==> src/rtl/gddr6_writeback_pkg.sv <==
// Shared types and constants for the GDDR6 write-back engine: FSM states,
// AXI encodings and the 4 KB-aware burst length helper.
package gddr6_writeback_pkg;

    typedef enum logic [2:0] {
        S_IDLE  = 3'd0,
        S_AW    = 3'd1,
        S_W     = 3'd2,
        S_B     = 3'd3,
        S_DONE  = 3'd4,
        S_ERROR = 3'd5
    } wb_state_t;

    localparam logic [2:0] AXI_SIZE_32B   = 3'd5;
    localparam logic [1:0] AXI_BURST_INCR = 2'b01;
    localparam int         BEAT_BYTES     = 32;
    localparam int         BEATS_PER_4K   = 128;

    // Beats for the next burst: limited by what is left, the burst cap and
    // the room left in the current 4 KB page (page_beat = addr[11:5]).
    function automatic logic [8:0] calc_burst_len(
        input logic [8:0]  remaining,
        input logic [6:0]  page_beat,
        input int unsigned max_burst
    );
        logic [8:0] room;
        logic [8:0] len;
        room = 9'(BEATS_PER_4K) - {2'b00, page_beat};
        len  = remaining;
        if (9'(max_burst) < len) len = 9'(max_burst);
        if (room < len)          len = room;
        return len;
    endfunction

endpackage

==> src/rtl/gddr6_writeback_skid_fifo.sv <==
// Two-entry beat FIFO between the BRAM read port and the AXI W channel.
// The head is always held in r_head so it can drive wdata straight from a flop.
module gddr6_writeback_skid_fifo
    import gddr6_writeback_pkg::*;
(
    input  logic                      i_clk,
    input  logic                      i_rst_n,
    input  logic                      i_push,
    input  logic [BEAT_BYTES*8-1:0]   i_push_data,
    input  logic                      i_pop,
    output logic [BEAT_BYTES*8-1:0]   o_head,
    output logic [1:0]                o_count
);

    logic [BEAT_BYTES*8-1:0] r_head;
    logic [BEAT_BYTES*8-1:0] r_tail;
    logic [1:0]              r_count;

    always_ff @(posedge i_clk or negedge i_rst_n) begin
        if (!i_rst_n) begin
            // NOTE: the data flops are reset as well because r_head drives an output with a defined reset value.
            r_head  <= '0;
            r_tail  <= '0;
            r_count <= 2'd0;
        end else begin
            // NOTE: non-blocking assignments so every flop samples pre-edge values regardless of statement order.
            case ({i_push, i_pop})
                2'b10: begin
                    if (r_count == 2'd0) r_head <= i_push_data;
                    else                 r_tail <= i_push_data;
                    r_count <= r_count + 2'd1;
                end
                2'b01: begin
                    r_head  <= r_tail;
                    r_count <= r_count - 2'd1;
                end
                2'b11: begin
                    if (r_count == 2'd1) begin
                        r_head <= i_push_data;
                    end else begin
                        r_head <= r_tail;
                        r_tail <= i_push_data;
                    end
                end
                default: ;
            endcase
        end
    end

    assign o_head  = r_head;
    assign o_count = r_count;

endmodule

==> src/rtl/gddr6_writeback_engine.sv <==
// Streams BRAM words to GDDR6 over the NAP AXI4 write channels, one burst at a time.
// Optional running checksum of written data: define GDDR6_WRITEBACK_CHECKSUM_EN.
module gddr6_writeback_engine
    import gddr6_writeback_pkg::*;
#(
    parameter int          MAX_BURST = 16,
    parameter logic [7:0]  AXI_ID    = 8'h01
) (
    input  logic         i_nap_clk,
    input  logic         i_nap_reset_n,
    input  logic         i_start,
    input  logic [27:0]  i_gddr_addr,
    input  logic [8:0]   i_bram_addr,
    input  logic [8:0]   i_length,
    output logic         o_busy,
    output logic         o_done,
    output logic         o_error,
    output logic [31:0]  o_checksum,
    output logic         o_bram_rd_en,
    output logic [8:0]   o_bram_rd_addr,
    input  logic [255:0] i_bram_rd_data,
    output logic         o_axi_awvalid,
    input  logic         i_axi_awready,
    output logic [27:0]  o_axi_awaddr,
    output logic [7:0]   o_axi_awlen,
    output logic [7:0]   o_axi_awid,
    output logic [2:0]   o_axi_awsize,
    output logic [1:0]   o_axi_awburst,
    output logic         o_axi_wvalid,
    input  logic         i_axi_wready,
    output logic [255:0] o_axi_wdata,
    output logic [31:0]  o_axi_wstrb,
    output logic         o_axi_wlast,
    input  logic         i_axi_bvalid,
    output logic         o_axi_bready,
    input  logic [1:0]   i_axi_bresp,
    input  logic [7:0]   i_axi_bid
);

    wb_state_t    r_state;
    wb_state_t    w_next_state;

    // Current burst context
    logic [27:0]  r_addr;
    logic [8:0]   r_len;
    logic [8:0]   r_rem;
    logic [8:0]   r_beats_read;
    logic [8:0]   r_beats_sent;
    logic [8:0]   r_rd_ptr;
    logic         r_rd_pending;

    // Registered outputs
    logic         r_awvalid;
    logic [27:0]  r_awaddr;
    logic [7:0]   r_awlen;
    logic         r_wvalid;
    logic         r_wlast;
    logic         r_bready;
    logic         r_rd_en;
    logic [8:0]   r_rd_addr;
    logic         r_busy;
    logic         r_done;
    logic         r_error;

    logic [1:0]   w_fifo_count;
    logic [255:0] w_fifo_head;

    logic         w_start_acc;
    logic         w_aw_hs;
    logic         w_pop;
    logic         w_push;
    logic         w_b_hs;
    logic         w_b_bad;
    logic         w_enter_aw;
    logic [27:0]  w_burst_addr;
    logic [8:0]   w_burst_rem;
    logic [8:0]   w_burst_len;
    logic [1:0]   w_count_nxt;
    logic [8:0]   w_beats_read_base;
    logic [8:0]   w_len_base;
    logic [8:0]   w_rd_ptr_base;
    logic [8:0]   w_beats_sent_nxt;
    logic         w_rd_issue;
    logic         w_unused_addr_lsbs;

    assign w_unused_addr_lsbs = ^i_gddr_addr[4:0];

    assign w_start_acc = i_start &&
                         (r_state == S_IDLE || r_state == S_DONE || r_state == S_ERROR);
    assign w_aw_hs = r_awvalid && i_axi_awready;
    assign w_pop   = r_wvalid && i_axi_wready;
    assign w_push  = r_rd_pending;
    assign w_b_hs  = r_bready && i_axi_bvalid;
    assign w_b_bad = (i_axi_bresp != 2'b00) || (i_axi_bid != AXI_ID);

    gddr6_writeback_skid_fifo u_fifo (
        .i_clk       (i_nap_clk),
        .i_rst_n     (i_nap_reset_n),
        .i_push      (w_push),
        .i_push_data (i_bram_rd_data),
        .i_pop       (w_pop),
        .o_head      (w_fifo_head),
        .o_count     (w_fifo_count)
    );

    always_ff @(posedge i_nap_clk or negedge i_nap_reset_n) begin
        if (!i_nap_reset_n) r_state <= S_IDLE;
        else                r_state <= w_next_state;
    end

    always_comb begin
        // NOTE: default assignment first so no path through the case infers a latch.
        w_next_state = r_state;
        case (r_state)
            S_IDLE, S_DONE, S_ERROR: begin
                if (w_start_acc) w_next_state = (i_length != 9'd0) ? S_AW : S_DONE;
            end
            S_AW: if (w_aw_hs) w_next_state = S_W;
            S_W:  if (w_pop && r_wlast) w_next_state = S_B;
            S_B: begin
                if (w_b_hs) begin
                    if (w_b_bad)              w_next_state = S_ERROR;
                    else if (r_rem == 9'd0)   w_next_state = S_DONE;
                    else                      w_next_state = S_AW;
                end
            end
            default: w_next_state = S_IDLE;
        endcase
    end

    // Next-burst parameters and read/W-channel bookkeeping, all looking one edge ahead
    // so the registered outputs line up with the state they belong to.
    always_comb begin
        w_enter_aw   = (w_next_state == S_AW) && (r_state != S_AW);
        w_burst_addr = w_start_acc ? {i_gddr_addr[27:5], 5'b0_0000}
                                   : r_addr + 28'(r_len) * 28'(BEAT_BYTES);
        w_burst_rem  = w_start_acc ? i_length : r_rem;
        w_burst_len  = calc_burst_len(w_burst_rem, w_burst_addr[11:5], MAX_BURST);

        w_count_nxt       = w_fifo_count + {1'b0, w_push} - {1'b0, w_pop};
        w_beats_read_base = w_enter_aw ? 9'd0 : r_beats_read;
        w_len_base        = w_enter_aw ? w_burst_len : r_len;
        w_rd_ptr_base     = w_start_acc ? i_bram_addr : r_rd_ptr;
        w_beats_sent_nxt  = w_enter_aw ? 9'd0 : r_beats_sent + {8'd0, w_pop};

        // A new read needs a free slot for itself beyond the one already in flight.
        w_rd_issue = (w_next_state == S_AW || w_next_state == S_W) &&
                     (w_beats_read_base < w_len_base) &&
                     (({1'b0, w_count_nxt} + {2'b00, r_rd_en}) < 3'd2);
    end

    always_ff @(posedge i_nap_clk or negedge i_nap_reset_n) begin
        if (!i_nap_reset_n) begin
            r_addr       <= '0;
            r_len        <= '0;
            r_rem        <= '0;
            r_beats_read <= '0;
            r_beats_sent <= '0;
            r_rd_ptr     <= '0;
            r_rd_pending <= 1'b0;
            r_awvalid    <= 1'b0;
            r_awaddr     <= '0;
            r_awlen      <= '0;
            r_wvalid     <= 1'b0;
            r_wlast      <= 1'b0;
            r_bready     <= 1'b0;
            r_rd_en      <= 1'b0;
            r_rd_addr    <= '0;
            r_busy       <= 1'b0;
            r_done       <= 1'b0;
            r_error      <= 1'b0;
        end else begin
            r_rd_pending <= r_rd_en;
            r_rd_en      <= w_rd_issue;
            r_beats_read <= w_beats_read_base + {8'd0, w_rd_issue};
            if (w_rd_issue) begin
                r_rd_addr <= w_rd_ptr_base;
                r_rd_ptr  <= w_rd_ptr_base + 9'd1;
            end else if (w_start_acc) begin
                r_rd_ptr  <= i_bram_addr;
            end

            if (w_enter_aw) begin
                r_addr   <= w_burst_addr;
                r_len    <= w_burst_len;
                r_rem    <= w_burst_rem - w_burst_len;
                r_awaddr <= w_burst_addr;
                r_awlen  <= 8'(w_burst_len - 9'd1);
            end
            r_beats_sent <= w_beats_sent_nxt;

            r_awvalid <= (w_next_state == S_AW);
            r_wvalid  <= (w_next_state == S_W) && (w_count_nxt != 2'd0);
            r_wlast   <= (w_next_state == S_W) && (w_count_nxt != 2'd0) &&
                         (w_beats_sent_nxt == r_len - 9'd1);
            r_bready  <= (w_next_state == S_B);
            r_busy    <= (w_next_state == S_AW) || (w_next_state == S_W) ||
                         (w_next_state == S_B);
            r_done    <= (w_next_state == S_DONE);
            r_error   <= (w_next_state == S_ERROR);
        end
    end

`ifdef GDDR6_WRITEBACK_CHECKSUM_EN
    logic [31:0] r_checksum;
    logic [31:0] w_beat_sum;

    always_comb begin
        w_beat_sum = '0;
        for (int k = 0; k < 8; k++) w_beat_sum = w_beat_sum + w_fifo_head[32*k +: 32];
    end

    always_ff @(posedge i_nap_clk or negedge i_nap_reset_n) begin
        if (!i_nap_reset_n)   r_checksum <= '0;
        else if (w_start_acc) r_checksum <= '0;
        else if (w_pop)       r_checksum <= r_checksum + w_beat_sum;
    end

    assign o_checksum = r_checksum;
`else
    assign o_checksum = 32'd0;
`endif

    assign o_busy         = r_busy;
    assign o_done         = r_done;
    assign o_error        = r_error;
    assign o_bram_rd_en   = r_rd_en;
    assign o_bram_rd_addr = r_rd_addr;
    assign o_axi_awvalid  = r_awvalid;
    assign o_axi_awaddr   = r_awaddr;
    assign o_axi_awlen    = r_awlen;
    assign o_axi_awid     = AXI_ID;
    assign o_axi_awsize   = AXI_SIZE_32B;
    assign o_axi_awburst  = AXI_BURST_INCR;
    assign o_axi_wvalid   = r_wvalid;
    assign o_axi_wdata    = w_fifo_head;
    assign o_axi_wstrb    = {32{1'b1}};
    assign o_axi_wlast    = r_wlast;
    assign o_axi_bready   = r_bready;

endmodule
==> config.mk <==
export PLATFORM = sky130hd
export DESIGN_NAME = gddr6_writeback_engine
export DESIGN_NICKNAME = d
export VERILOG_FILES = /design/src/rtl/gddr6_writeback_pkg.sv /design/src/rtl/gddr6_writeback_skid_fifo.sv /design/src/rtl/gddr6_writeback_engine.sv
export SDC_FILE = /design/constraint.sdc
export NUM_CORES = 1
export LEC_CHECK = 0
export ABC_AREA = 0
export CORE_AREA = 10 10 267 269
export CTS_CLUSTER_SIZE = 30
export DETAILED_ROUTE_END_ITERATION = 10
export DIE_AREA = 0 0 277 279
export PLACE_DENSITY_LB_ADDON = 0.05
export SLEW_MARGIN = 20
export SYNTH_ARGS = -nofsm -noshare
export SYNTH_HDL_FRONTEND = slang
export SYNTH_HIERARCHICAL = 1
export SYNTH_SLANG_ARGS = --single-unit
==> constraint.sdc <==
create_clock -name i_nap_clk -period 7.7 [get_ports i_nap_clk]
set_input_delay 1.155 -clock i_nap_clk [delete_from_list [all_inputs] [get_ports i_nap_clk]]
set_output_delay 1.155 -clock i_nap_clk [all_outputs]
set_load 0.02 [all_outputs]
==> summary.txt, run 1 <==
Power and ir drop
  • Leakage: 15.37 nW
  • Cell area power density: 489.2 mW/mm²
  • Peak supply drop: 0.3720 mV

Logic synthesis
  • Post-Syn Area: 0.02958 mm²
  • Mean Syn Cell Area: 10.33 µm²
  • Ys async rst share: 100.0%
  • Seq/Total Area, Yosys: 51.69%
  • Number of flops mapped to enable cells by yosys: 0
  • Post-Synthesis Cells: 2,864
  • Seq cells post-synth: 611
  • Synth warn: 6
  • Unique masters post-synth: 76
  • Synth Flop Type: dfrtp_1

Timing
  • Fmax: 0.1405 GHz
  • Rel. slew slack: 23.98%
  • Worst slew pin tran: ~1.1 ns
  • Hold Vio Cnt, Final: 0
  • Final Cycle Share: 92.40%
  • Final min period: 7.115 ns
  • Slew Limit Fails: 0
  • Setup Skew: roughly 0.023 ns
  • # setup viols final: 0
  • Unrepaired setup endpoints after global routing: false

GRT
  • Total grt overflow: 0
  • Total track usage: 26.12%
  • Largest net degree at the start of global routing: about 220
  • Vias in the first global route: 24,963
  • First-pass GRT wire length: 159.9 mm
  • Antenna violations before repair: 32

Floorplan
  • Die footprint: 0.07728 mm²
  • Initial Util: a little under half
  • FP Rows: 94
  • Core region area: 0.06563 mm²
  • I/O pin cnt: 704
  • Die Y: 279 µm
  • Die W: 277 µm

Detailed routing
  • Total number of vias: 25,213
  • Antenna Nets Post-Route: 0
  • Pre-antenna DRT Iters: 6
  • DR DRC count: 0
  • Post-DR vias/cell: between 5 and 6
  • Initial DRC count: 2,299
  • Overall routed net length: around 110 mm
  • Drt wl/cell: between 20 and 25 µm

Setup path
  • Most used cell, CP: ha_1
  • Critical Path Start Type: primary input
  • CP startpoint: i_start
  • Reg-to-Reg End: r_beats_read[8]
  • Crit path kind: primary input to register
  • Worst reg2reg setup slack: 0.94 ns
  • Worst Setup End Kind: register
  • CP required: between 8 and 9 ns
  • R2r startpoint: o_axi_awaddr[6]
  • Worst Reg-to-Reg Cells: 32
  • Critical Path End: r_beats_read[8]
  • Crit-path max FO: 16
  • Slowest cell on the critical path: clkdlybuf4s50_1
  • Worst path arrival time: 7.60 ns
  • Critical path's largest stage delay: between 0.5 and 0.6 ns

Clock tree
  • CTS clk-pin slew, worst paths: 0.06 ns
  • Clock Sinks: 611
  • Root Driver: clkbuf_16
  • CTS Buf Count: 71
  • H-tree depth: 3
  • CTS tree: done
  • Hold bufs inserted after CTS: 0
  • Worst skew pair latency: 0.61 ns
  • Clk buf depth: 3

Placed design
  • Post-DP HPWL: 69.05 mm
  • Port Buffers: 616
  • Global placement routability congestion: between 0.8 and 0.9
  • Placed Instances: 4,144

Run
  • Maxcap violations: 0

Cells and area
  • Post-route core utilization: 58.35%
  • Non-filler cells, final: 4,291
  • Share of cells above drive strength 1: a little over an eighth
  • Most common cell after layout, fill and taps aside: clkdlybuf4s50_1
  • Area delta synth->final: 29.46%
  • Most frequent cells in the layout: clkdlybuf4s50_1, dfrtp_1, o21ai_0
  • Nets: between 3,000 and 4,000
  • FILL cells: 5,540

Hold path
  • Hold WC Path Type: register to register

Run status
  • Outcome: complete, no violations
synthesized netlist by cell type (3+ instances only):
master / n / area, µm²
buf_4: 82 / 615.6
buf_1: 5 / 18.77
mux2i_1: 16 / 160.2
nor3b_1: 3 / 22.52
a21o_1: 12 / 90.09
nor2b_1: 4 / 25.02
o21ai_0: 538 / 2693
inv_1: 37 / 138.9
o22ai_1: 11 / 68.82
xor2_1: 24 / 210.2
xnor2_1: 31 / 271.5
a31oi_1: 260 / 1627
o31ai_1: 3 / 22.52
nand4_1: 11 / 68.82
mux2_2: 262 / 2950
a21oi_1: 307 / 1536
nand2_1: 88 / 330.3
nor4_1: 6 / 37.54
dfrtp_1: 611 / 15290
ha_1: 46 / 575.6
nand2b_1: 9 / 56.30
o21a_1: 6 / 45.04
nor3_1: 17 / 85.08
nand3_1: 30 / 150.1
nor2_1: 56 / 210.2
nor4b_1: 4 / 35.03
or4_1: 5 / 37.54
buf_2: 34 / 170.2
o21bai_1: 4 / 30.03
o21ai_1: 37 / 185.2
or3_1: 3 / 18.77
and2_1: 22 / 137.6
buf_6: 27 / 304.0
clkbuf_1: 187 / 701.9
and3_1: 15 / 93.84
cells by family (layout without fill, tap and decap cells):
family	after synthesis	count (layout)	synth area share (%)
muxes	279	279	10.57
AOI/OAI and AO/OA	1208	1208	22.44
DFF	611	611	51.69
xor gates and xnor gates	55	55	1.629
adders and majority gates	48	48	2.081
other	2	105	0.02539
buffers and inverters	374	834	6.637
and+or+nand+nor	287	287	4.932
state kept, by name, indices dropped and copies added, names as in the netlist, 3 cells and up:
| register | count |
|---|---|
| r_beats_sent | 9 |
| r_len | 9 |
| r_state | 3 |
| o_bram_rd_addr | 9 |
| u_fifo/r_tail | 256 |
| r_rem | 9 |
| r_beats_read | 9 |
| r_rd_ptr | 9 |
| o_axi_awlen | 8 |
| o_axi_awaddr | 23 |
| u_fifo/o_head | 256 |
worst max-delay path: cells and delay by family:
kind	cells	cell delay, ns
AOI/OAI and AO/OA	12	2.51
xor gates and xnor gates	2	0.37
and+or+nand+nor	13	1.76
buffers and inverters	4	0.81
adders and majority gates	4	0.98
layer usage:
layer / GRT usage (%) / up-vias / share of wire [%]
li1: - / 11309 / -
met1: 32.64 / 12730 / 40
met2: 42.05 / 975 / 49
met3: 7.994 / 177 / 8.6
met4: 9.965 / 22 / 3.0
met5: 0 / - / 0.13
metrics by stage:
step | setup TNS (ns) | instance area (µm²) | power (mW) | setup WS, ns | hold WS (ns)
6_report | 0 | 38290 | 18.73 | 0.5849 | 0.4465
2_1_floorplan | 0 | 29890 | 11.55 | 0.3486 | 0.4622
3_5_place_dp | -0.07928 | 35940 | 15.43 | -0.07928 | 0.4355
3_3_place_gp | 0 | 35940 | 15.18 | 0.1159 | 0.4545
5_1_grt | 0 | 38280 | 19.87 | 0.01398 | 0.4835
4_1_cts | 0 | 38240 | 18.83 | 0.5256 | 0.4501
cell type report:
| class | count | area [µm²] | share of cell area (%) |
|---|---|---|---|
| Multi-Input combinational cell | 1961 | 12710 | 33.19 |
| Antenna cell | 21 | 52.55 | 0.1372 |
| Inverter | 39 | 152.6 | 0.3986 |
| Clock inverter | 16 | 168.9 | 0.4411 |
| Tap cell | 864 | 1081 | 2.823 |
| Clock buffer | 110 | 2135 | 5.574 |
| Timing Repair Buffer | 669 | 6706 | 17.51 |
| Sequential cell | 611 | 15290 | 39.93 |
what timing repair did:
action                     CTS  global route
setup endpoints to repair    0             1
resized for setup            0             1
setup buffers                0             0
how the worst min path moves through the flow:
stage                  from           end  slack, ns  cells after the start
2_1_floorplan      r_rem[3]      r_rem[3]       0.46                      2
3_3_place_gp   o_bram_rd_en  r_rd_pending       0.45                      0
3_5_place_dp   o_bram_rd_en  r_rd_pending       0.44                      0
4_1_cts        o_bram_rd_en  r_rd_pending       0.45                      0
5_1_grt        o_bram_rd_en  r_rd_pending       0.48                      0
6_report       o_bram_rd_en  r_rd_pending       0.45                      0
report_power, final:
part	total, mW	switching [mW]	internal, mW
combinational	9.66	5.44	4.22
sequential	5.75	0.929	4.82
clock	3.32	1.37	1.95
No activity file was read; power rests on OpenSTA's default activity.
==> run 2: changes to the inputs <==
--- a/config.mk
+++ b/config.mk
@@ -6,10 +6,10 @@
 export NUM_CORES = 1
 export LEC_CHECK = 0
 export ABC_AREA = 0
-export CORE_AREA = 10 10 267 269
+export CORE_MARGIN = 10
+export CORE_UTILIZATION = 45
 export CTS_CLUSTER_SIZE = 30
 export DETAILED_ROUTE_END_ITERATION = 10
-export DIE_AREA = 0 0 277 279
 export PLACE_DENSITY_LB_ADDON = 0.05
 export SLEW_MARGIN = 20
 export SYNTH_ARGS = -nofsm -noshare
==> run 2 against run 1 <==
Against the previous run:
- sequential cell count unchanged
- via count fell by 0.30%
- non-clock buffer count rose by 3
- worst setup slack worse by 0.085 ns
- clock power is 6.3% lower
- worst hold slack improved by 0.0050 ns
- clock skew shrank 0.0027 ns
- first-iteration DRC count is 3.5% lower
- utilization rose by 0.39 points
- largest power group unchanged
==> summary.txt, run 2 (same netlist as run 1, synthesis figures left out) <==
Detailed routing
  • Initial DRC count: 2,219
  • Drt wl/cell: 24.94 µm
  • Total number of vias: 25,137
  • Post-DR vias/cell: approximately 6
  • Overall routed net length: 106.6 mm
  • Antenna Nets Post-Route: 0
  • DR DRC count: 0
  • Pre-antenna DRT Iters: 5

Setup path
  • Worst path arrival time: 7.67 ns
  • Critical Path Start Type: primary input
  • Slowest cell on the critical path: a2111oi_0
  • Crit path kind: primary input to register
  • CP required: 8.17 ns
  • Most used cell, CP: ha_1
  • Critical path's largest stage delay: 0.53 ns
  • Crit-path max FO: 9
  • Worst Setup End Kind: register

Power and ir drop
  • Combinational share of power: 52.1%
  • Leakage: 15.28 nW
  • Internal: 10.82 mW
  • Cell area power density: between 400 and 500 mW/mm²
  • Sequential Power Share: 31.1%
  • Sw Pwr: about 7.6 mW
  • Sw Ratio: around 41%
  • Clock share of power: 16.9%
  • Peak supply drop: between 0.3 and 0.4 mV

GRT
  • Largest net degree at the start of global routing: between 150 and 200
  • First-pass GRT wire length: roughly 160 mm
  • Total grt overflow: 0
  • Antenna violations before repair: 37
  • Vias in the first global route: 25,215
  • Total track usage: 26.53%

Placed design
  • Post-DP HPWL: 69.08 mm
  • Global placement routability congestion: 0.8734
  • Dpl ws: -0.05661 ns
  • Port Buffers: around 600

Clock tree
  • Root Driver: clkbuf_16
  • Clk buf depth: 3
  • CTS clk-pin slew, worst paths: 0.06 ns
  • Resize count post-CTS: 0
  • H-tree depth: 3
  • CTS tree: done
  • Clock Sinks: 611
  • Hold bufs inserted after CTS: 0
  • CTS Buf Count: 70
  • # Post-CTS Setup Buffers: 0
  • Worst skew pair latency: approximately 0.61 ns

Hold path
  • Hold WC Path Type: register to register

Timing
  • Fmax: 0.1389 GHz
  • Setup Skew: between 0.02 and 0.025 ns
  • Worst slew pin tran: 1.156 ns
  • # setup viols final: 0
  • Hold Slack: 0.4515 ns
  • Unrepaired setup endpoints after global routing: false
  • Final min period: around 7 ns
  • Slew Limit Fails: 0
  • Setup ws final: 0.4994 ns
  • Rel. slew slack: 22.90%
  • Final Cycle Share: between 90% and 100%
  • Hold Vio Cnt, Final: 0

Floorplan
  • Die footprint: roughly 0.076 mm²
  • Initial Util: between 40 and 50%
  • FP Rows: 93
  • Core region area: 0.06481 mm²
  • I/O pin cnt: 704
  • Die Y: 276.4 µm
  • Die W: 276.4 µm

Cells and area
  • Nets: 3,721
  • Most common cell after layout, fill and taps aside: clkdlybuf4s50_1
  • Post-route core utilization: 58.74%
  • FILL cells: 5,515
  • Most frequent cells in the layout: clkdlybuf4s50_1, dfrtp_1, o21ai_0
  • Area delta synth->final: 28.72%
  • Share of cells above drive strength 1: 13.15%

Run status
  • Outcome: complete, no violations

Run
  • Maxcap violations: 0
-- run 2: changes by cell type in the layout (fill, tap and decap cells not counted), moves of 2 or more --
| cell | previous run | this run |
|---|---|---|
| buf_12 | 11 | 7 |
| buf_4 | 42 | 44 |
| buf_6 | 0 | 4 |
| clkbuf_1 | 19 | 21 |
| clkbuf_8 | 19 | 9 |
| clkinv_2 | 8 | 10 |
-- run 2: layout make-up --
cell class | count | area, µm² | share of cell area (%)
multi-input combinational | 1961 | 12710 | 33.37
clock buffer | 101 | 1979 | 5.199
sequential | 611 | 15290 | 40.16
timing repair buffer | 672 | 6714 | 17.63
tap | 855 | 1070 | 2.810
inverter | 39 | 152.6 | 0.4009
antenna | 21 | 52.55 | 0.1380
clock inverter | 15 | 110.1 | 0.2892
-- run 2: layer usage --
layer	vias up	track usage (%)	wire, µm
li1	11282	-	-
met1	12744	32.63	42310
met2	902	43.04	51830
met3	177	8.445	9074
met4	32	9.894	3192
met5	-	0	205
-- run 2: worst max-delay path: cells and delay by family --
kind            cells  cell delay (ns)
xor+xnor            2             0.38
compound gates     12             2.75
fa+ha+maj           5             1.20
buf+inv             3             0.65
simple gates       11             1.51
-- run 2: path summary, 6_finish.rpt --
check / slack [ns] / endpoint / start / cells past startpoint
worst max register to register: 0.81 / r_beats_read[8] / r_len[0] / 35
worst min register to register: 0.45 / r_rd_pending / o_bram_rd_en / 0
worst min-delay path: 0.45 / r_rd_pending / o_bram_rd_en / 0
max in group asynchronous: 5.59 / r_rem[3] / i_nap_reset_n / 2
min in group asynchronous: 0.58 / u_fifo/o_head[242] / i_nap_reset_n / 1
worst max-delay path: 0.50 / r_beats_read[8] / i_start / 33
-- run 2: power by group through the flow --
stage          logic, mW  registers, mW  clock network (mW)
2_1_floorplan       5.08           6.47                   0
3_3_place_gp        9.43           5.66                   0
3_5_place_dp        9.59           5.74                   0
4_1_cts             9.63           5.72                3.18
5_1_grt             10.4           5.91                3.33
6_report            9.61           5.74                3.11
-- run 2: stage by stage --
step                 TNS, ns  total power [mW]  cells  cell area [µm²]
floorplan                  0             11.55   2946            29890
global placement           0             15.09   4137            35890
detailed placement  -0.05661             15.34   4138            35920
CTS                        0             18.52   4254            38010
global route               0             19.63   4272            38070
finish                     0             18.46   4275            38070
==> run 3: changes to the inputs <==
--- a/config.mk
+++ b/config.mk
@@ -6,6 +6,7 @@
 export NUM_CORES = 1
 export LEC_CHECK = 0
 export ABC_AREA = 0
+export CORE_ASPECT_RATIO = 0.75
 export CORE_MARGIN = 10
 export CORE_UTILIZATION = 45
 export CTS_CLUSTER_SIZE = 30
==> constraint.sdc (replaced) <==
create_clock -name i_nap_clk -period 7.7 [get_ports i_nap_clk]
set_input_delay 1.155 -clock i_nap_clk [delete_from_list [all_inputs] [get_ports i_nap_clk]]
set_output_delay 1.155 -clock i_nap_clk [all_outputs]
set_load 0.05 [all_outputs]
==> run 3 against run 2 <==
Against the previous run:
- routed wire length shrank 1.8%
- sequential share of layout area fell by 0.095 points
- die area grew 0.14%
- worst setup slack better by 0.22 ns
- combinational power is 20% higher
- via count shrank 0.93%
- first-iteration DRC count rose by 0.50%
- register-to-register slack improved by 0.10 ns
- global-route usage shrank 0.43 points
- maximum frequency rose by 3.1%
- critical path type unchanged
==> summary.txt, run 3 (same netlist as run 1, synthesis figures left out) <==
Setup path
  • WP buf/inv: 4
  • Crit-path max FO: 8
  • Slowest cell on the critical path: clkdlybuf4s50_1
  • Worst reg2reg setup slack: 0.91 ns
  • Worst path arrival time: 7.47 ns
  • Worst Setup End Kind: register
  • Most used cell, CP: ha_1
  • CP required: approximately 8.2 ns
  • Critical Path Start Type: primary input
  • CP top delay family: compound AO/OA/AOI/OAI gates
  • Critical path's largest stage delay: 0.50 ns
  • Crit path kind: primary input to register

Floorplan
  • Core region area: 0.06517 mm²
  • Die footprint: 0.07649 mm²
  • FP Rows: 81
  • Die W: 316.0 µm
  • I/O pin cnt: 704
  • Initial Util: 45.39%
  • Die Y: 242.0 µm

Power and ir drop
  • Peak supply drop: 0.3100 mV
  • Cell area power density: 534.8 mW/mm²
  • Leakage: 15.32 nW

Detailed routing
  • DR DRC count: 0
  • Post-DR vias/cell: a little under 6
  • Antenna Nets Post-Route: 0
  • Initial DRC count: approximately 2,200
  • Pre-antenna DRT Iters: 5
  • Overall routed net length: roughly 100 mm
  • Drt wl/cell: about 24 µm
  • Total number of vias: about 25,000

GRT
  • GRT met3 Usage: 6.410%
  • Total track usage: between 20% and 30%
  • Gr busiest metal: met2
  • Grt met1 use: 34.42%
  • Antenna violations before repair: 26
  • Largest net degree at the start of global routing: ~170
  • Total grt overflow: 0
  • Met2 Usage GRT: 40.96%
  • Vias in the first global route: 24,880
  • First-pass GRT wire length: about 160 mm

Clock tree
  • H-tree depth: 2
  • Worst skew pair latency: about 0.63 ns
  • CTS Buf Count: 61
  • Clock Sinks: a little over 600
  • Root Driver: clkbuf_16
  • Hold bufs inserted after CTS: 0
  • Resize count post-CTS: 0
  • CTS clk-pin slew, worst paths: 0.06 ns
  • # Post-CTS Setup Buffers: 0
  • CTS tree: done
  • Clk buf depth: 3

Placed design
  • Placement Cell Area: 0.03590 mm²
  • Port Buffers: 616
  • Dpl ws: 0.003602 ns
  • Post-DP HPWL: ~67 mm
  • Global placement routability congestion: 0.8804

Timing
  • Setup Skew: 0.02130 ns
  • Slew Limit Fails: 0
  • Final min period: 6.985 ns
  • Final Cycle Share: a little over 90%
  • Rel. slew slack: 24.03%
  • Fmax: 0.1432 GHz
  • Setup ws final: around 0.7 ns
  • Hold Vio Cnt, Final: 0
  • Unrepaired setup endpoints after global routing: false
  • # setup viols final: 0
  • Worst slew pin tran: 1.140 ns
  • Fin Setup TNS: 0 ns

Cells and area
  • Most frequent cells in the layout: clkdlybuf4s50_1, dfrtp_1, o21ai_0
  • Post-route cell area: ~0.038 mm²
  • Post-route core utilization: 58.56%
  • Share of cells above drive strength 1: 13.26%
  • Nets: 3,711
  • Most common cell after layout, fill and taps aside: clkdlybuf4s50_1
  • Area delta synth->final: 29.02%

Run
  • Maxcap violations: 0

Run status
  • Outcome: complete, no violations

Hold path
  • Hold WC Path Type: register to register
run 3: cell count changes in the layout (fill, tap and decap cells not counted), sizes merged:
cell / delta
buf: -1
diode: -2
bufinv: +10
inv: -1
clkinvlp: -2
clkbuf: -14
clkinv: +2
run 3: path summary, 6_finish.rpt:
| path | from | end | cells past startpoint |
|---|---|---|---|
| min in group asynchronous | i_nap_reset_n | u_fifo/r_tail[27] | 1 |
| max in group asynchronous | i_nap_reset_n | u_fifo/o_head[116] | 2 |
| hold reg to reg | o_bram_rd_en | r_rd_pending | 0 |
| hold / removal | o_bram_rd_en | r_rd_pending | 0 |
| setup reg to reg | r_len[2] | r_beats_read[8] | 33 |
| setup / recovery | i_start | r_beats_read[8] | 35 |
run 3: report_power, final:
group	leakage, nW	internal, mW	switching [mW]
clock	1.06	1.90	1.31
combinational	7.20	4.23	7.23
sequential	7.07	4.82	0.917
run 3: final cells by class:
class	count	area (µm²)
fillers	5520	27000
flip-flops and latches	611	15290
clock inverters	24	385.4
well taps	871	1090
diodes	19	47.55
multi-input cells	1961	12710
clock buffers	87	1744
repair buffers	671	6744
inverters	39	152.6
run 3: metrics by stage:
step                      instances  power [mW]  hold slack (ns)
after global routing           4281       21.57           0.4966
after CTS                      4261       20.46           0.4657
final                          4283       20.41           0.4741
after floorplan                2946       13.35           0.4622
after detailed placement       4150       17.17           0.4552
after global placement         4150       16.95           0.4603
run 3: metal layers:
| layer | vias up | part of all wire, % |
|---|---|---|
| li1 | 11268 | - |
| met1 | 12618 | 41 |
| met2 | 837 | 48 |
| met3 | 166 | 7.6 |
| met4 | 14 | 3.3 |
| met5 | - | 0.088 |
